## config.mk

```make
export PLATFORM = sky130hd
export DESIGN_NAME = adder_req_scheduler
export DESIGN_NICKNAME = d
export VERILOG_FILES = /design/src/rtl/adder_sched_pkg.sv /design/src/rtl/adder_rr_arbiter.sv /design/src/rtl/adder_req_scheduler.sv
export SDC_FILE = /design/constraint.sdc
export NUM_CORES = 1
export LEC_CHECK = 0
export ABC_CLOCK_PERIOD_IN_PS = 5100
export CORE_ASPECT_RATIO = 0.7
export CORE_MARGIN = 4
export CORE_UTILIZATION = 36
export CTS_BUF_LIST = sky130_fd_sc_hd__clkbuf_16
export DETAILED_ROUTE_END_ITERATION = 10
export GPL_TIMING_DRIVEN = 0
export HOLD_SLACK_MARGIN = 0.12
export PLACE_DENSITY = 0.78
export SYNTH_ARGS = -nofsm -noshare
export SYNTH_HDL_FRONTEND = slang
export SYNTH_SLANG_ARGS = --single-unit
```

## constraint.sdc

```tcl
create_clock -name clk -period 5.1 [get_ports clk]
set_input_delay 1.02 -clock clk [delete_from_list [all_inputs] [get_ports clk]]
set_output_delay 1.02 -clock clk [all_outputs]
set_load 0.05 [all_outputs]
```

## src/rtl/adder_sched_pkg.sv

```systemverilog
// Shared sizes and types for the round-robin adder scheduler.
package adder_sched_pkg;
  localparam int NUM_REQ    = 4;
  localparam int DATA_WIDTH = 32;
  localparam int ID_WIDTH   = $clog2(NUM_REQ);
  localparam int CNT_WIDTH  = 16;

  typedef logic [ID_WIDTH-1:0] req_id_t;

  typedef struct packed {
    logic                  cout;
    logic [DATA_WIDTH-1:0] sum;
    req_id_t               id;
  } adder_result_t;

  typedef enum logic {EMPTY = 1'b0, FULL = 1'b1} sched_state_e;
endpackage

```

## src/rtl/adder_rr_arbiter.sv

```systemverilog
// Round-robin arbiter: grants the first requester at or after the pointer.
module adder_rr_arbiter #(
  parameter int NUM_REQ  = adder_sched_pkg::NUM_REQ,
  parameter int ID_WIDTH = $clog2(NUM_REQ)
) (
  input  logic [NUM_REQ-1:0]  req,
  input  logic                enable,
  input  logic [ID_WIDTH-1:0] ptr,
  output logic [NUM_REQ-1:0]  grant,
  output logic [ID_WIDTH-1:0] grant_idx
);

  // Walk NUM_REQ slots starting at ptr, wrapping at NUM_REQ; first hit wins.
  always_comb begin : search
    logic                found;
    logic [ID_WIDTH:0]   pos;
    logic [ID_WIDTH-1:0] slot;
    grant     = '0;
    grant_idx = '0;
    found     = 1'b0;
    pos       = '0;
    slot      = '0;
    for (int k = 0; k < NUM_REQ; k++) begin
      pos = {1'b0, ptr} + k[ID_WIDTH:0];
      if (pos >= (ID_WIDTH+1)'(NUM_REQ))
        pos = pos - (ID_WIDTH+1)'(NUM_REQ);
      slot = pos[ID_WIDTH-1:0];
      if (enable && !found && req[slot]) begin
        found       = 1'b1;
        grant[slot] = 1'b1;
        grant_idx   = slot;
      end
    end
  end

endmodule

```

## src/rtl/adder_req_scheduler.sv

```systemverilog
// Shares one adder among NUM_REQ requesters with a single-entry result register.
module adder_req_scheduler #(
  parameter int NUM_REQ    = adder_sched_pkg::NUM_REQ,
  parameter int DATA_WIDTH = adder_sched_pkg::DATA_WIDTH,
  parameter int ID_WIDTH   = $clog2(NUM_REQ),
  parameter int CNT_WIDTH  = adder_sched_pkg::CNT_WIDTH
) (
  input  logic                          clk,
  input  logic                          rst,
  input  logic [NUM_REQ-1:0]            req_valid,
  output logic [NUM_REQ-1:0]            req_ready,
  input  logic [NUM_REQ*DATA_WIDTH-1:0] req_a,
  input  logic [NUM_REQ*DATA_WIDTH-1:0] req_b,
  input  logic [NUM_REQ-1:0]            req_cin,
  output logic                          resp_valid,
  input  logic                          resp_ready,
  output logic [DATA_WIDTH-1:0]         resp_sum,
  output logic                          resp_cout,
  output logic [ID_WIDTH-1:0]           resp_id,
  output logic [CNT_WIDTH-1:0]          op_count
);
  import adder_sched_pkg::*;

  sched_state_e          state;
  logic [ID_WIDTH-1:0]   ptr;
  logic [NUM_REQ-1:0]    grant;
  logic [ID_WIDTH-1:0]   grant_idx;
  logic                  can_accept;
  logic                  transfer;
  logic                  retire;
  logic [DATA_WIDTH-1:0] a_sel;
  logic [DATA_WIDTH-1:0] b_sel;
  logic                  cin_sel;
  logic [DATA_WIDTH:0]   full_sum;

  assign resp_valid = (state == FULL);
  assign can_accept = !resp_valid || resp_ready;
  assign retire     = resp_valid && resp_ready;
  assign transfer   = |grant;
  assign req_ready  = grant;

  adder_rr_arbiter #(
    .NUM_REQ  (NUM_REQ),
    .ID_WIDTH (ID_WIDTH)
  ) u_arbiter (
    .req       (req_valid),
    .enable    (can_accept && !rst),
    .ptr       (ptr),
    .grant     (grant),
    .grant_idx (grant_idx)
  );

  // Grant is one-hot, so an OR-of-masked-slices mux picks the winner's operands.
  always_comb begin
    a_sel   = '0;
    b_sel   = '0;
    cin_sel = 1'b0;
    for (int i = 0; i < NUM_REQ; i++) begin
      if (grant[i]) begin
        a_sel   = req_a[i*DATA_WIDTH +: DATA_WIDTH];
        b_sel   = req_b[i*DATA_WIDTH +: DATA_WIDTH];
        cin_sel = req_cin[i];
      end
    end
  end

  assign full_sum = {1'b0, a_sel} + {1'b0, b_sel} + {{DATA_WIDTH{1'b0}}, cin_sel};

  always_ff @(posedge clk) begin
    if (rst) begin
      state     <= EMPTY;
      ptr       <= '0;
      resp_sum  <= '0;
      resp_cout <= 1'b0;
      resp_id   <= '0;
      op_count  <= '0;
    end else begin
      if (retire)
        op_count <= op_count + 1'b1;
      // A new grant reloads the register even while the old entry retires.
      if (transfer) begin
        state     <= FULL;
        resp_cout <= full_sum[DATA_WIDTH];
        resp_sum  <= full_sum[DATA_WIDTH-1:0];
        resp_id   <= grant_idx;
        ptr       <= (grant_idx == ID_WIDTH'(NUM_REQ-1)) ? '0 : grant_idx + 1'b1;
      end else if (retire) begin
        state <= EMPTY;
      end
    end
  end

endmodule

```

==> results of run 1 <==
-- flip-flops by register name (all words and copies together) (netlist names), named ones only --
signal      count
op_count       16
resp_cout       1
resp_id         2
resp_sum       32
ptr             1
resp_valid      1
-- synthesized netlist by cell type, types with 18 or more instances --
library cell | number | share of area
a221o_1 | 61 | 0.10
a21oi_1 | 62 | 0.052
ha_1 | 37 | 0.078
nand3_1 | 20 | 0.017
nand4_1 | 18 | 0.019
nand2_1 | 140 | 0.088
xor2_1 | 20 | 0.029
dfxtp_1 | 54 | 0.18
o21ai_0 | 150 | 0.13
nor2_1 | 48 | 0.030
clkbuf_1 | 51 | 0.032
-- cells in the final DEF, fill, tap and decap left out, drive strengths merged, types with 4 or more instances in the layout --
master / synthesis / layout
dfxtp: 54 / 54
xor2: 20 / 20
nor3: 17 / 17
ha: 37 / 37
and2: 7 / 7
nand2: 140 / 140
a21o: 11 / 11
a21oi: 62 / 62
o31ai: 4 / 4
nor2b: 5 / 5
inv: 17 / 18
clkdlybuf4s50: 0 / 317
clkbuf: 51 / 51
and3: 13 / 13
o21ai: 150 / 150
nand4: 18 / 18
a221o: 61 / 61
o21a: 5 / 5
or3: 5 / 5
buf: 16 / 49
mux2i: 8 / 8
mux2: 4 / 4
nor2: 48 / 48
nand3: 20 / 20
a211oi: 6 / 6
nand2b: 9 / 9
xnor2: 16 / 16
a221oi: 6 / 6
-- per-stage QoR --
stage	utilization	setup WS, ps	area [um2]	total power (W)
2_1_floorplan	-	-18.53	6018	0.004494
3_3_place_gp	0.6004	-1717	9507	0.006028
3_5_place_dp	0.6004	-1735	9507	0.006090
4_1_cts	0.6367	-102.0	10080	0.006774
5_1_grt	0.6543	-150.0	10360	0.007853
6_report	0.6543	-41.56	10360	0.007326
-- report_power, final --
group	internal, W	total (W)	switching (W)	leakage (nW)
clock network	0.000180	0.000327	0.000147	0.0730
logic	0.00261	0.00641	0.00380	3.38
registers	0.000529	0.000586	0.0000570	0.443
total	0.00332	0.00733	0.00400	3.90
-- cell families after synthesis --
kind of cell / share of synthesized area
AOI/OAI and AO/OA: 0.3711
and+or+nand+nor: 0.2250
buffers and inverters: 0.05578
DFF: 0.1819
adders and majority gates: 0.08461
xor gates and xnor gates: 0.05304
muxes: 0.02863
-- per-layer routing --
layer,up-vias,global-route usage
met3,48,0.07394
met5,-,0
met1,3794,0.3794
met2,412,0.4708
met4,0,0.04375
li1,3912,-
-- final timing paths --
check / startpoint / to / slack, ps / cells after the start
max: req_valid[1] / resp_sum[30]$_SDFFE_PP0P_ / -40 / 20
min: resp_sum[7]$_SDFFE_PP0P_ / resp_sum[7]$_SDFFE_PP0P_ / 460 / 2
max reg2reg: flip-flop / resp_sum[30]$_SDFFE_PP0P_ / 30 / 22
min reg2reg: resp_sum[7]$_SDFFE_PP0P_ / resp_sum[7]$_SDFFE_PP0P_ / 460 / 2
-- final cells by class --
type                    instances  area (um2)
inverters                      17       67.56
flip-flops and latches         54        1086
clock inverters                 3       16.27
clock buffers                   5       125.1
repair buffers                351        3468
plain buffers                  61       340.3
fillers                      1394        5474
multi-input cells             721        4980
well taps                     220       275.3
-- critical path, delay by kind of cell --
family                     cells  cell delay, ps
buffers and inverters          3             420
AOI/OAI and AO/OA             10            1970
muxes                          2             880
and+or+nand+nor                4             760
adders and majority gates      1             290
-- timing repair --
item                       in CTS  in global routing
pin swaps                      19                 24
hold endpoints to repair        0                  0
gates resized for setup       106                 68
setup endpoints to repair      31                 19
buffers inserted               22                  8
==> flow_summary.ini, run 1 <==
[drt]
drt-met1-wl_um = 12140
wl_met2_um = 13200
post_drt_wl_per_cell_um = 20.03
dr_wl_met3_um = 2880
first_pass_iters = 5
drt-initial-drc-count = 551
ant_nets = 0
routed_wl_um = 28690
drt_drc_violations_left = 0
vias = 8166
top_layer = met4
vias_per_cell = 5.703

[timing]
whs_ps = 459.9
max_freq_mhz = 194.5
setup_ws_ps = -41.56
fin_crit_sh = 1.008
worst-slew-pin-transition_ps = 573.4
finalSetupTns_ps = -41.56
finalClockSkew_ps = 7.458
max_slew_margin = 0.6166
rsz0062_at_grt = true
final.min_clock_period_ps = 5142
setup-violations-final = 1
finalHoldViolations = 0
slew_violations = 0

[cells_and_area]
layout-drive-gt1-share = 0.1254
final_cell_count_no_fill = 1432
layout-area-overhead-vs-synth_pct = 74.26
n_antenna_cell = 0
final_nets = 1517

[critical_path]
crit_path_cell_trace = buf_8 -> mux4_2 -> nand2_1 -> nand4_1 -> a32o_2 -> nor2b_4 -> buf_8 -> buf_4 -> a221o_1 -> o21ai_0 -> o21ai_1 -> ha_4 -> a21oi_2 -> o22ai_2 -> or3_4 -> o221ai_4 -> a21oi_2 -> a41oi_2 -> mux2_4 -> o31ai_2
path_class = primary input to flip-flop
slowest_stage = mux4_2
critical_path_peak_fanout = 10
slowest_delay_ps = 540
cp_data_required_time_ps = 5310
crit_path_end_kind = flip-flop
worstSetupStartpointType = primary input
worstPathArrival_ps = 5350

[floorplan]
row_count = 38
die_y_um = 115.5
dieArea_um2 = 18660
placeableCoreArea_um2 = 15830
initial_core_util = 0.3755
io_pins = 323
die_w_um = 161.6

[power]
p_leak_nw = 3.900
ir_drop_mv = 0.3470
p_per_area_nw_per_um2 = 707.2

[global_routing]
grt_pass1_vias = 7606
grt_use_total = 0.2826
grt_antenna_before_repair = 0
grt_pass1_wl_um = 42060
grt_overflow = 0
grt_max_degree = 17

[synth]
ys_async_sr_fraction = 0
yosysWarnings = 0
synth_seq_cells = 54
synth_nets = 1165
synth_ff_type = dfxtp_1
syn-instance-count = 859
synth-seq-area-share = 0.1819
syn_avg_cell_area_um2 = 6.920
synth_edf_count = 0
synth_cell_types = 58
netlist_area_um2 = 5944

[placed_design]
io_buffers = 321
gp_congestion = 0.9515
dpl.hpwl_um = 23120
post-place-cells = 1400

[worst_hold_path]
hold_class = flip-flop to flip-flop

[clock_tree]
cts_buffers = 5
cts_sinks = 54
htree_levels = 2
cts_tree = yes
ctsHoldBuffers = 0
cts-root-buf = clkbuf_16
clk_pin_slew_worst_paths_ps = 70
cts_buffer_depth = 2
clock_latency_ps = 290

[outcome]
outcome = finished with violations
violations = setup timing

[job]
max-cap-violations = 0
(Power assumes the default switching activity.)
==> run 2: changes to the inputs <==
--- a/config.mk
+++ b/config.mk
@@ -5,11 +5,9 @@
 export SDC_FILE = /design/constraint.sdc
 export NUM_CORES = 1
 export LEC_CHECK = 0
-export ABC_CLOCK_PERIOD_IN_PS = 5100
 export CORE_ASPECT_RATIO = 0.7
 export CORE_MARGIN = 4
 export CORE_UTILIZATION = 36
-export CTS_BUF_LIST = sky130_fd_sc_hd__clkbuf_16
 export DETAILED_ROUTE_END_ITERATION = 10
 export GPL_TIMING_DRIVEN = 0
 export HOLD_SLACK_MARGIN = 0.12
==> flow_summary.ini, run 2 (synthesis results as in run 1) <==
[power]
p_int_w = 0.003338
pwr-share-clk = 0.047
power_switching_w = 0.003996
ir_drop_mv = 0.3457
p_per_area_nw_per_um2 = 707.7
p_leak_nw = 3.901
p_sw_frac = 0.5448
p_seq_frac = 0.080
combPwrFrac = 0.873

[drt]
vias = 8159
routed_wl_um = 28660
vias_per_cell = 5.698
drt_drc_violations_left = 0
first_pass_iters = 5
ant_nets = 0
drt-initial-drc-count = 628
post_drt_wl_per_cell_um = 20.01

[timing]
fin_crit_sh = 1.003
setup-violations-final = 1
setup_ws_ps = -14.29
max_slew_margin = 0.6164
finalHoldViolations = 0
worst-slew-pin-transition_ps = 575.4
final.min_clock_period_ps = 5114
max_freq_mhz = 195.5
rsz0062_at_grt = true
slew_violations = 0
finalClockSkew_ps = 6.997
whs_ps = 460.3

[placed_design]
io_buffers = 321
place_area_um2 = 9507
gp_congestion = 0.9515
dpl.hpwl_um = 23120

[cells_and_area]
final_cell_mix = clkdlybuf4s50_1, nand2_1, o21ai_0
n_antenna_cell = 0
top_register = resp_sum
final_core_util = 0.6547
stdcell_area_um2 = 10360
largest_registers = resp_sum (32), op_count (16), resp_id (2)
final_nets = 1517
layout-drive-gt1-share = 0.1254
fill_cells = 1393
final_common_cell = clkdlybuf4s50_1
largest_reg_flops = 32
layout-area-overhead-vs-synth_pct = 74.36

[critical_path]
path_class = primary input to flip-flop
crit_path_end_kind = flip-flop
timing.rr.end = resp_sum[30]$_SDFFE_PP0P_
crit_path_cell_trace = buf_8 -> mux4_2 -> nand2_1 -> nand4_1 -> a32o_2 -> clkbuf_4 -> clkbuf_4 -> nor3_2 -> a21oi_2 -> fa_2 -> fa_2 -> nor2b_4 -> o2111ai_4 -> a21oi_4 -> o221ai_4 -> a21oi_2 -> a41oi_2 -> mux2_4 -> o31ai_2
worst-path-buf-inv = 3
slowest_stage = mux4_2
r2r_setup_slack_ps = 60
worstSetupStartpointType = primary input
reg2reg_depth = 23
critical_path_peak_fanout = 10
cp_data_required_time_ps = 5310
slowest_delay_ps = 530
worstPathArrival_ps = 5330
cpLargestDelayFamily = compound AO/OA/AOI/OAI gates

[clock_tree]
htree_levels = 2
clk_pin_slew_worst_paths_ps = 70
cts_tree = yes
cts_buffers = 5
clock_latency_ps = 290
ctsHoldBuffers = 0
cts-root-buf = clkbuf_16
cts_sinks = 54
cts_buffer_depth = 2

[job]
max-cap-violations = 0

[global_routing]
grt_use_total = 0.2826
grt_overflow = 0
grt_max_degree = 17
grt_antenna_before_repair = 0
grt_pass1_wl_um = 42060
grt_pass1_vias = 7602

[outcome]
outcome = finished with violations
violations = setup timing

[worst_hold_path]
min_to = resp_sum[22]$_SDFFE_PP0P_
hold_path_depth = 2
hp-start = resp_sum[22]$_SDFFE_PP0P_
hold_class = flip-flop to flip-flop

[floorplan]
initial_core_util = 0.3755
die_y_um = 115.5
io_pins = 323
dieArea_um2 = 18660
placeableCoreArea_um2 = 15830
row_count = 38
die_w_um = 161.6
-- run 2: layout make-up --
class	count	area (um2)	share of cell area
clock buffers	7	142.6	0.01376
plain buffers	61	340.3	0.03283
flip-flops and latches	54	1086	0.1048
clock inverters	1	8.758	0.0008450
multi-input cells	721	4976	0.4801
well taps	220	275.3	0.02656
repair buffers	351	3468	0.3346
inverters	17	67.56	0.006519
-- run 2: how the worst max path moves through the flow --
stage	start	end	slack (ps)	cells past startpoint
finish	req_valid[1]	resp_sum[30]$_SDFFE_PP0P_	-10	19
global route	req_valid[1]	resp_sum[30]$_SDFFE_PP0P_	-150	21
CTS	req_valid[1]	resp_sum[30]$_SDFFE_PP0P_	-100	21
detailed placement	req_valid[2]	resp_cout$_SDFFE_PP0P_	-1730	17
global placement	req_valid[2]	resp_cout$_SDFFE_PP0P_	-1720	17
floorplan	req_valid[3]	resp_sum[30]$_SDFFE_PP0P_	-20	19
-- run 2: what timing repair did --
action / in CTS / in global routing
endpoints found under the setup margin: 31 / 19
buffers inserted: 22 / 8
gates cloned: 0 / 0
resized for setup: 106 / 67
pin swaps: 19 / 24
-- run 2: power groups by stage --
stage                     Sequential [W]  Clock [W]  Combinational (W)
after floorplan                 0.000849          0            0.00365
after global placement          0.000594          0            0.00543
after detailed placement        0.000597          0            0.00549
after CTS                       0.000585   0.000350            0.00586
after global routing            0.000595   0.000369            0.00690
final                           0.000586   0.000345            0.00640
-- run 2: worst register-to-register path: stages, from the launching register on --
cell and delay (ps):
dfxtp_2 330, buf_6 100, clkinvlp_4 100, ha_4 350, mux2_2 390, nand4_1 100, nand4_1 130, a32o_2 380
nor2b_4 160, buf_8 140, buf_8 140, a221oi_4 70, nor3_2 190, a21oi_2 70, fa_2 400, fa_2 380
nor2b_4 160, o2111ai_4 140, a21oi_4 220, o221ai_4 120, a21oi_2 200, a41oi_2 190, mux2_4 350, o31ai_2 160
-- run 2: metrics by stage --
stage	std cells	total power, W	TNS, ps	setup slack, ps
3_5_place_dp	1400	0.006090	-37130	-1735
4_1_cts	1428	0.006793	-186.7	-102.2
5_1_grt	1432	0.007864	-760.7	-150.3
6_report	1432	0.007335	-14.29	-14.29
3_3_place_gp	1400	0.006028	-35900	-1717
2_1_floorplan	859	0.004494	-18.53	-18.53
-- run 2: routing by layer --
| metal | track usage | wire [um] | vias to the layer above | part of all wire |
|---|---|---|---|---|
| li1 | - | - | 3910 | - |
| met1 | 0.3791 | 12110 | 3770 | 0.42 |
| met2 | 0.4710 | 13190 | 436 | 0.46 |
| met3 | 0.07394 | 2908 | 43 | 0.10 |
| met4 | 0.04375 | 455 | 0 | 0.016 |
| met5 | 0 | 0 | - | 0 |
==> run 3: changes to the inputs <==
--- a/config.mk
+++ b/config.mk
@@ -5,13 +5,14 @@
 export SDC_FILE = /design/constraint.sdc
 export NUM_CORES = 1
 export LEC_CHECK = 0
+export ABC_CLOCK_PERIOD_IN_PS = 5100
 export CORE_ASPECT_RATIO = 0.7
 export CORE_MARGIN = 4
-export CORE_UTILIZATION = 36
+export CORE_UTILIZATION = 29
 export DETAILED_ROUTE_END_ITERATION = 10
 export GPL_TIMING_DRIVEN = 0
 export HOLD_SLACK_MARGIN = 0.12
-export PLACE_DENSITY = 0.78
+export PLACE_DENSITY = 0.65
 export SYNTH_ARGS = -nofsm -noshare
 export SYNTH_HDL_FRONTEND = slang
 export SYNTH_SLANG_ARGS = --single-unit
==> flow_summary.ini, run 3 (synthesis results as in run 1) <==
[outcome]
outcome = finished with violations
violations = setup timing

[floorplan]
initial_core_util = 0.2978
die_w_um = 179.1
row_count = 43
die_y_um = 127.8
placeableCoreArea_um2 = 19960
dieArea_um2 = 22890
io_pins = 323

[critical_path]
r2r_setup_slack_ps = 10
worst-path-buf-inv = 4
slowest_stage = mux4_2
slowest_delay_ps = 530
worstPathArrival_ps = 5370
critical_path_peak_fanout = 10
cpLargestDelayFamily = compound AO/OA/AOI/OAI gates
crit_path_cell_trace = buf_8 -> mux4_2 -> nand2_1 -> nand4_1 -> a32oi_4 -> inv_2 -> clkbuf_8 -> clkbuf_4 -> a221o_1 -> o21ai_1 -> o21ai_2 -> ha_4 -> nand4_1 -> o22ai_4 -> or3_4 -> o221ai_4 -> a21oi_4 -> a41oi_4 -> mux2_4 -> o31ai_2
path_class = primary input to flip-flop
cp_data_required_time_ps = 5330
crit_path_end_kind = flip-flop
crit_top_cell = nand4_1
worstSetupStartpointType = primary input

[cells_and_area]
top_register = resp_sum
final_common_cell = clkdlybuf4s50_1
final_core_util = 0.5343
fill_cells = 1921
largest_registers = resp_sum (32), op_count (16), resp_id (2)
layout-drive-gt1-share = 0.1425
layout-area-overhead-vs-synth_pct = 79.39
final_nets = 1526
largest_reg_flops = 32
final_cell_mix = clkdlybuf4s50_1, nand2_1, o21ai_0

[drt]
post_drt_wl_per_cell_um = 20.01
drt-initial-drc-count = 695
drt_drc_violations_left = 0
vias_per_cell = 5.418
routed_wl_um = 29860
ant_nets = 0
vias = 8083
first_pass_iters = 5

[job]
max-cap-violations = 0

[clock_tree]
cts-root-buf = clkbuf_16
clock_latency_ps = 300
cts_buffers = 5
clk_pin_slew_worst_paths_ps = 70
htree_levels = 2
cts_sinks = 54
cts_buffer_depth = 2
cts_tree = yes
ctsHoldBuffers = 0

[placed_design]
gp_congestion = 0.9312
dpl_worst_slack_ps = -1686
dpl.hpwl_um = 24220
io_buffers = 321

[timing]
final.min_clock_period_ps = 5145
setup-violations-final = 3
max_slew_margin = 0.5825
max_freq_mhz = 194.4
worst-slew-pin-transition_ps = 619.8
whs_ps = 454.7
setup_ws_ps = -45.19
rsz0062_at_grt = true
slew_violations = 0
fin_crit_sh = 1.009
finalClockSkew_ps = 8.843
finalHoldViolations = 0

[global_routing]
grt_use_total = 0.2419
grt_pass1_wl_um = 43540
grt_antenna_before_repair = 1
grt_pass1_vias = 7796
grt_overflow = 0
grt_max_degree = 18

[power]
p_per_area_nw_per_um2 = 715.0
pwr-share-clk = 0.047
power_switching_w = 0.004125
power.total_w = 0.007625
p_seq_frac = 0.078
p_int_w = 0.003500
p_leak_nw = 3.977
p_sw_frac = 0.5409
ir_drop_mv = 0.2607
combPwrFrac = 0.875

[worst_hold_path]
hold_class = flip-flop to flip-flop
[run 3: cell count changes in the layout (fill, tap and decap cells not counted), sizes merged]
cell      delta
bufbuf       +1
diode        +1
buf          +8
clkbuf       -1
clkinvlp     +1
[run 3: routing by layer]
metal  vias up  share of wire  track usage
li1       3929              -            -
met1      3756           0.44       0.3395
met2       358           0.45       0.3866
met3        40          0.089      0.05012
met4         0          0.020      0.04655
met5         -              0            0
[run 3: power by group through the flow]
stage	clock network, W	registers (W)	logic (W)
final	0.000359	0.000594	0.00667
after global routing	0.000381	0.000605	0.00727
after CTS	0.000369	0.000593	0.00600
after detailed placement	0	0.000600	0.00557
after global placement	0	0.000598	0.00552
after floorplan	0	0.000849	0.00365
[run 3: repair_timing]
action                     CTS  global route
setup buffers               21            17
cloned                       1             0
pin swaps                   21            38
resized for setup          104           110
setup endpoints to repair   31            23
[run 3: cell type report]
class	count	area (um2)	area share
Timing Repair Buffer	360	3570	0.3347
Tap cell	270	337.8	0.03168
Antenna cell	1	2.502	0.0002347
Buffer	61	345.3	0.03238
Clock inverter	2	16.27	0.001525
Sequential cell	54	1086	0.1018
Clock buffer	6	138.9	0.01302
Inverter	17	67.56	0.006336
Multi-Input combinational cell	721	5100	0.4782
[run 3: worst min-delay path, delay by kind of cell, from the launching register on]
| kind | cells | cell delay (ps) |
|---|---|---|
| flip-flops | 1 | 310 |
| AND/OR/NAND/NOR | 1 | 50 |
| AO/OA/AOI/OAI | 1 | 50 |
[run 3: path summary, 6_finish.rpt]
check	start	to	cells past startpoint
max	req_valid[1]	resp_sum[30]$_SDFFE_PP0P_	20
min	resp_sum[5]$_SDFFE_PP0P_	resp_sum[5]$_SDFFE_PP0P_	2
max reg2reg	flip-flop	resp_sum[30]$_SDFFE_PP0P_	22
min reg2reg	resp_sum[5]$_SDFFE_PP0P_	resp_sum[5]$_SDFFE_PP0P_	2
[run 3: metrics by stage]
stage                     std cells  TNS, ps  cell area [um2]
final                          1492   -74.58            10660
after global routing           1492    -1666            10660
after CTS                      1478   -409.6            10170
after detailed placement       1450   -36890             9569
after global placement         1450   -35340             9569
after floorplan                 859   -18.53             6018
